**config.mk**
```make
export PLATFORM = sky130hd
export DESIGN_NAME = instr_encoder_flat
export DESIGN_NICKNAME = d
export VERILOG_FILES = /design/src/rtl/instr_encoder_if.sv /design/src/rtl/instr_encoder.sv /design/src/flat_wrapper.sv
export SDC_FILE = /design/constraint.sdc
export NUM_CORES = 1
export LEC_CHECK = 0
export BUFFER_PORTS_ARGS = -buffer_cell sky130_fd_sc_hd__buf_4
export CELL_PAD_IN_SITES_DETAIL_PLACEMENT = 2
export CELL_PAD_IN_SITES_GLOBAL_PLACEMENT = 2
export CORE_MARGIN = 5
export CORE_UTILIZATION = 37
export DETAILED_ROUTE_END_ITERATION = 10
export PLACE_DENSITY = 0.83
export SYNTH_ARGS = -nofsm -noshare
export SYNTH_HDL_FRONTEND = slang
export SYNTH_SLANG_ARGS = --single-unit
```
**constraint.sdc**
```tcl
create_clock -name clk -period 9.8 [get_ports clk]
set_clock_uncertainty 0.15 [all_clocks]
set_input_delay 1.96 -clock clk [delete_from_list [all_inputs] [get_ports clk]]
set_output_delay 1.96 -clock clk [all_outputs]
set_load 0.01 [all_outputs]
```
**src/rtl/instr_encoder_if.sv**
```systemverilog
// Request, output and status bundle of the instruction encoder.
// The master side issues field requests and drains encoded words.
interface instr_encoder_if #(
   parameter int ADDR_W = 8
);
   logic              clr_addr;
   logic              in_valid;
   logic              in_ready;
   logic [1:0]        in_kind;
   logic [3:0]        in_cond;
   logic [3:0]        in_cmd;
   logic              in_s;
   logic              in_imm_sel;
   logic [3:0]        in_rn;
   logic [3:0]        in_rd;
   logic [3:0]        in_rm;
   logic [4:0]        in_shamt;
   logic [1:0]        in_sh;
   logic [3:0]        in_rot;
   logic [7:0]        in_imm8;
   logic [11:0]       in_imm12;
   logic              in_load;
   logic              in_up;
   logic [23:0]       in_imm24;
   logic              out_valid;
   logic              out_ready;
   logic [31:0]       out_instr;
   logic [ADDR_W-1:0] out_addr;
   logic              err_sticky;
   logic [7:0]        err_cnt;

   modport master (
      output clr_addr, in_valid, in_kind, in_cond, in_cmd, in_s,
             in_imm_sel, in_rn, in_rd, in_rm, in_shamt, in_sh, in_rot,
             in_imm8, in_imm12, in_load, in_up, in_imm24, out_ready,
      input  in_ready, out_valid, out_instr, out_addr, err_sticky, err_cnt
   );

   modport slave (
      input  clr_addr, in_valid, in_kind, in_cond, in_cmd, in_s,
             in_imm_sel, in_rn, in_rd, in_rm, in_shamt, in_sh, in_rot,
             in_imm8, in_imm12, in_load, in_up, in_imm24, out_ready,
      output in_ready, out_valid, out_instr, out_addr, err_sticky, err_cnt
   );
endinterface

```
**src/rtl/instr_encoder.sv**
```systemverilog
// Encodes ARM-subset DP/LDR/STR/B words from field requests and
// queues them with word addresses in a 2-entry valid/ready FIFO.
module instr_encoder #(
   parameter int ADDR_W    = 8,
   parameter int BASE_ADDR = 0
) (
   input  logic           clk,
   input  logic           reset,
   instr_encoder_if.slave bus
);
   typedef enum logic [1:0] {S_EMPTY, S_ONE, S_FULL} state_t;

   state_t            r_state;
   state_t            w_next;
   logic [31:0]       r_mem [2];
   logic [ADDR_W-1:0] r_madr [2];
   logic              r_wp;
   logic              r_rp;
   logic [ADDR_W-1:0] r_addr;
   logic              r_err;
   logic [7:0]        r_cnt;

   logic [ADDR_W-1:0] w_base;
   logic [ADDR_W-1:0] w_waddr;
   logic [31:0]       w_word;
   logic [11:0]       w_reg12;
   logic [11:0]       w_dp_src2;
   logic              w_cmp;
   logic              w_legal;
   logic              w_rdy;
   logic              w_acc;
   logic              w_push;
   logic              w_pop;
   logic              w_rej;

   assign w_base    = ADDR_W'(BASE_ADDR);
   assign w_rdy     = (r_state != S_FULL);
   assign w_acc     = bus.in_valid & w_rdy;
   assign w_push    = w_acc & w_legal;
   assign w_rej     = w_acc & ~w_legal;
   assign w_pop     = (r_state != S_EMPTY) & bus.out_ready;
   assign w_waddr   = bus.clr_addr ? w_base : r_addr;
   assign w_cmp     = (bus.in_cmd[3:2] == 2'b10);
   assign w_reg12   = {bus.in_shamt, bus.in_sh, 1'b0, bus.in_rm};
   assign w_dp_src2 = bus.in_imm_sel ? {bus.in_rot, bus.in_imm8} : w_reg12;

   always_comb begin
      w_word  = '0;
      w_legal = 1'b0;
      case (bus.in_kind)
         2'b00: begin
            w_legal = !(bus.in_cmd inside {4'b0101, 4'b0110, 4'b0111, 4'b1111});
            // compare ops always set flags and never write Rd; MOV has no Rn
            w_word  = {bus.in_cond, 2'b00, bus.in_imm_sel, bus.in_cmd,
                       bus.in_s | w_cmp,
                       (bus.in_cmd == 4'b1101) ? 4'h0 : bus.in_rn,
                       w_cmp ? 4'h0 : bus.in_rd, w_dp_src2};
         end
         2'b01: begin
            w_legal = 1'b1;
            w_word  = {bus.in_cond, 2'b01, ~bus.in_imm_sel, 1'b1, bus.in_up,
                       2'b00, bus.in_load, bus.in_rn, bus.in_rd,
                       bus.in_imm_sel ? bus.in_imm12 : w_reg12};
         end
         2'b10: begin
            w_legal = 1'b1;
            w_word  = {bus.in_cond, 4'b1010, bus.in_imm24};
         end
         default: begin
            w_legal = 1'b0;
            w_word  = '0;
         end
      endcase
      if (bus.in_cond == 4'hF) w_legal = 1'b0;
   end

   always_ff @(posedge clk or posedge reset) begin
      if (reset) r_state <= S_EMPTY;
      else       r_state <= w_next;
   end

   always_comb begin
      w_next = r_state;
      case (r_state)
         S_EMPTY: if (w_push) w_next = S_ONE;
         S_ONE: begin
            if (w_push && !w_pop)      w_next = S_FULL;
            else if (!w_push && w_pop) w_next = S_EMPTY;
         end
         S_FULL:  if (w_pop) w_next = S_ONE;
         default: w_next = S_EMPTY;
      endcase
   end

   always_ff @(posedge clk or posedge reset) begin
      if (reset) begin
         for (int i = 0; i < 2; i++) begin
            r_mem[i]  <= '0;
            r_madr[i] <= '0;
         end
         r_wp <= 1'b0;
         r_rp <= 1'b0;
      end else begin
         if (w_push) begin
            r_mem[r_wp]  <= w_word;
            r_madr[r_wp] <= w_waddr;
            r_wp         <= ~r_wp;
         end
         if (w_pop) r_rp <= ~r_rp;
      end
   end

   always_ff @(posedge clk or posedge reset) begin
      if (reset) begin
         r_addr <= w_base;
         r_err  <= 1'b0;
         r_cnt  <= '0;
      end else begin
         if (w_push)            r_addr <= w_waddr + ADDR_W'(1);
         else if (bus.clr_addr) r_addr <= w_base;
         if (w_rej) begin
            r_err <= 1'b1;
            if (r_cnt != 8'hFF) r_cnt <= r_cnt + 8'd1;
         end
      end
   end

   assign bus.in_ready   = w_rdy;
   assign bus.out_valid  = (r_state != S_EMPTY);
   assign bus.out_instr  = r_mem[r_rp];
   assign bus.out_addr   = r_madr[r_rp];
   assign bus.err_sticky = r_err;
   assign bus.err_cnt    = r_cnt;
endmodule

```
**src/flat_wrapper.sv**
```systemverilog
// flat-port wrapper written by rule: the top's interface ports become plain ports
module instr_encoder_flat 
#(
   parameter int ADDR_W    = 8,
   parameter int BASE_ADDR = 0
)
  (clk, reset, bus_clr_addr, bus_in_valid, bus_in_kind, bus_in_cond, bus_in_cmd, bus_in_s, bus_in_imm_sel, bus_in_rn, bus_in_rd, bus_in_rm, bus_in_shamt, bus_in_sh, bus_in_rot, bus_in_imm8, bus_in_imm12, bus_in_load, bus_in_up, bus_in_imm24, bus_out_ready, bus_in_ready, bus_out_valid, bus_out_instr, bus_out_addr, bus_err_sticky, bus_err_cnt);
  instr_encoder_if #(.ADDR_W(ADDR_W)) bus_i ();
  input  logic clk;
  input  logic reset;
  input wire logic [$bits(bus_i.clr_addr)-1:0] bus_clr_addr;
  input wire logic [$bits(bus_i.in_valid)-1:0] bus_in_valid;
  input wire logic [$bits(bus_i.in_kind)-1:0] bus_in_kind;
  input wire logic [$bits(bus_i.in_cond)-1:0] bus_in_cond;
  input wire logic [$bits(bus_i.in_cmd)-1:0] bus_in_cmd;
  input wire logic [$bits(bus_i.in_s)-1:0] bus_in_s;
  input wire logic [$bits(bus_i.in_imm_sel)-1:0] bus_in_imm_sel;
  input wire logic [$bits(bus_i.in_rn)-1:0] bus_in_rn;
  input wire logic [$bits(bus_i.in_rd)-1:0] bus_in_rd;
  input wire logic [$bits(bus_i.in_rm)-1:0] bus_in_rm;
  input wire logic [$bits(bus_i.in_shamt)-1:0] bus_in_shamt;
  input wire logic [$bits(bus_i.in_sh)-1:0] bus_in_sh;
  input wire logic [$bits(bus_i.in_rot)-1:0] bus_in_rot;
  input wire logic [$bits(bus_i.in_imm8)-1:0] bus_in_imm8;
  input wire logic [$bits(bus_i.in_imm12)-1:0] bus_in_imm12;
  input wire logic [$bits(bus_i.in_load)-1:0] bus_in_load;
  input wire logic [$bits(bus_i.in_up)-1:0] bus_in_up;
  input wire logic [$bits(bus_i.in_imm24)-1:0] bus_in_imm24;
  input wire logic [$bits(bus_i.out_ready)-1:0] bus_out_ready;
  output wire logic [$bits(bus_i.in_ready)-1:0] bus_in_ready;
  output wire logic [$bits(bus_i.out_valid)-1:0] bus_out_valid;
  output wire logic [$bits(bus_i.out_instr)-1:0] bus_out_instr;
  output wire logic [$bits(bus_i.out_addr)-1:0] bus_out_addr;
  output wire logic [$bits(bus_i.err_sticky)-1:0] bus_err_sticky;
  output wire logic [$bits(bus_i.err_cnt)-1:0] bus_err_cnt;
  assign bus_i.clr_addr = bus_clr_addr;
  assign bus_i.in_valid = bus_in_valid;
  assign bus_i.in_kind = bus_in_kind;
  assign bus_i.in_cond = bus_in_cond;
  assign bus_i.in_cmd = bus_in_cmd;
  assign bus_i.in_s = bus_in_s;
  assign bus_i.in_imm_sel = bus_in_imm_sel;
  assign bus_i.in_rn = bus_in_rn;
  assign bus_i.in_rd = bus_in_rd;
  assign bus_i.in_rm = bus_in_rm;
  assign bus_i.in_shamt = bus_in_shamt;
  assign bus_i.in_sh = bus_in_sh;
  assign bus_i.in_rot = bus_in_rot;
  assign bus_i.in_imm8 = bus_in_imm8;
  assign bus_i.in_imm12 = bus_in_imm12;
  assign bus_i.in_load = bus_in_load;
  assign bus_i.in_up = bus_in_up;
  assign bus_i.in_imm24 = bus_in_imm24;
  assign bus_i.out_ready = bus_out_ready;
  assign bus_in_ready = bus_i.in_ready;
  assign bus_out_valid = bus_i.out_valid;
  assign bus_out_instr = bus_i.out_instr;
  assign bus_out_addr = bus_i.out_addr;
  assign bus_err_sticky = bus_i.err_sticky;
  assign bus_err_cnt = bus_i.err_cnt;
  instr_encoder #(.ADDR_W(ADDR_W), .BASE_ADDR(BASE_ADDR)) u_core (.clk(clk), .reset(reset), .bus(bus_i));
endmodule
```
==> metrics <==
GP Congestion=0.769; post-route ant nets=0; Root Driver=clkbuf_16; setup ws final=about 5.5 ns; Initial DRT Pass Iterations=6; HP Class=flip-flop to flip-flop; CP startpoint kind=input port; Total GRT Usage=around a fifth; via count=4037; layout cells sized above 1=44.2%; initial core utilization=between 30% and 40%; register area=2530 sq um; WHS Path Cells=2; io pins=137; CP Max Fanout=41; Yosys top cell area share=about 48%; Tmin final=between 4 and 5 ns; gr ovfl total=0; post-CTS sizing=0; Net Count, Synth=around 550; post-DP HPWL=11600 um; Syn Area/Cell=11.6 sq um; maximum buffer depth of the clock tree=2; YS warnings=0; critical path class=input port to flip-flop; period utilization=43.7%; cell area after synthesis=5320 sq um; final hold violations=0; PwrDens=around 250 nW/um^2; fin. max-slew vios=0; DRC violations left=0; Post-CTS Setup Bufs=0; Pleak=~3.3 nW; Buffers on Ports=between 100 and 150; DRT iter0 DRCs=212; via density per instance=between 5 and 6; worst rel slew slack=between 20 and 30%; sequential share of the synthesized area=between 40% and 50%; Setup TNS Final=0 ns; crit end category=flip-flop; Num CTS Buffers=9; FILL cells=1447; register bit count reported by yosys=just over 100; top cells by area, synth=dfrtp_1 (48%), mux2_4 (12%), mux2_2 (8.9%); max-cap viol count=0; Worst EP arrival=around 4.4 ns; Multi-input gate area=2580 sq um; initial antenna violation count=0; Layout area overhead=26.2%; Async S/R FF share, synth=100%; worst slack at placement=5.12 ns; Post-Syn Instances=around 460; # nets final=slightly below 700; Max VDD drop=between 0.1 and 0.15 mV; Post-CTS Hold Fix Bufs=0; DIE HEIGHT=~130 um; Clock Latency Late Sink=between 0.3 and 0.4 ns; required time worst endpoint=9.89 ns; FMAX=about 0.23 GHz; status=finished, final reports clean; Top FF cell, synth=dfrtp_1; Clock transition at path regs=~0.070 ns; measured slew at the worst slew-check pin=between 1 and 1.5 ns; Ant. Diodes=0; routed wire length=about 16000 um; total core area=between 10000 and 15000 sq um; Synth area leader=dfrtp_1; RSZ-0062 raised after global routing=no; row cnt=43; reg2reg setup slack=slightly above 7 ns; Register-to-Register Path Depth=5; WL/cell=about 21 um; setup violators final=0; clock sink count=~100; synth cell count leaders=dfrtp_1 (101), nand2_1 (62), mux2_4 (44); hold slack=around 0.33 ns; CTS tree=yes; first-pass GRT wire length=25900 um; H-Tree Depth=3; vias in the first global route=between 4000 and 5000; DIE AREA=16900 sq um; largest net degree at the start of global routing=slightly above 70; die width=130 um; post-synth cell types=50; most frequent cell after synthesis=dfrtp_1; Post-synth EDFFs=0
==> worst paths after layout <==
| check | startpoint | to |
|---|---|---|
| worst min register to register | u_core.r_mem[50] | u_core.r_mem[50] |
| worst min-delay path | u_core.r_mem[50] | u_core.r_mem[50] |
| max in group asynchronous | reset | u_core.r_rp |
| min in group asynchronous | reset | u_core.bus.err_cnt[3] |
| worst max register to register | u_core.r_state[0] | u_core.r_mem[13] |
| worst max-delay path | bus_in_kind[0] | u_core.r_mem[13] |
==> kinds of logic (layout without fill, tap and decap cells) <==
family / count (synthesis) / in the layout / synth area share (%)
AND/OR/NAND/NOR: 124 / 124 / 11.8
flip-flops: 101 / 101 / 47.6
multiplexers: 91 / 91 / 22.3
AO/OA/AOI/OAI: 89 / 89 / 11.1
buffers and inverters: 37 / 165 / 3.95
adder cells (fa/ha/maj): 9 / 9 / 2.12
XOR/XNOR: 7 / 7 / 1.15
==> sequential cells by signal, summed over array words and instances, names as in the netlist <==
signal                 count
u_core.r_mem              64
u_core.r_madr             16
u_core.r_state             2
u_core.r_addr              8
u_core.bus.err_cnt         8
u_core.r_wp                1
u_core.r_rp                1
u_core.bus.err_sticky      1
==> placed cells by master (no fill, tap or decap), types with 3 or more instances in the layout <==
cell and instances:
xor2_1 3, and3_1 4, mux2_2 42, a222oi_1 14, dfrtp_1 100, a22oi_1 10, nand4_1 5, or2_2 8
buf_4 139, inv_1 9, nand2b_1 10, nand3_1 4, ha_1 9, mux2_4 44, nor2_1 15, nand2_1 62
o21ai_0 13, clkbuf_16 9, o21ai_1 26, xnor2_1 4, mux2i_1 4, a21oi_1 13
==> power breakdown <==
group	internal [mW]	total (mW)	switching (mW)	leakage, nW
sequential	0.557	0.686	0.129	1.33
clock	0.205	0.364	0.159	0.143
combinational	0.389	0.657	0.268	1.87
==> critical path: stages <==
cell and delay, ns:
buf_4 0.13, inv_1 0.14, ha_1 0.46, o211ai_2 0.22
a211o_2 0.72, buf_4 0.39, mux2_4 0.33
==> routing by layer <==
layer	vias up	routed length, um	GRT usage [%]
met5	-	0	0
met4	0	234	5.62
met3	19	850	3.97
met2	116	7960	33.6
met1	2020	7240	25.8
li1	1882	-	-
==> layout make-up <==
cell class	instances	area share, %
multi-input cells	320	38.4
well taps	180	3.36
inverters	10	0.597
repair buffers	139	15.6
clock inverters	4	0.709
flip-flops and latches	101	37.7
clock buffers	12	3.67
==> per-stage QoR <==
| stage | std cells | power (mW) | utilization [%] | area (sq um) |
|---|---|---|---|---|
| after floorplan | 458 | 1.06 | - | 5320 |
| after global placement | 750 | 1.31 | 45.9 | 6420 |
| after detailed placement | 750 | 1.35 | 45.9 | 6420 |
| after CTS | 766 | 1.73 | 48.0 | 6710 |
| after global routing | 766 | 1.81 | 48.0 | 6710 |
| final | 766 | 1.71 | 48.0 | 6710 |
(Power assumes the default switching activity.)
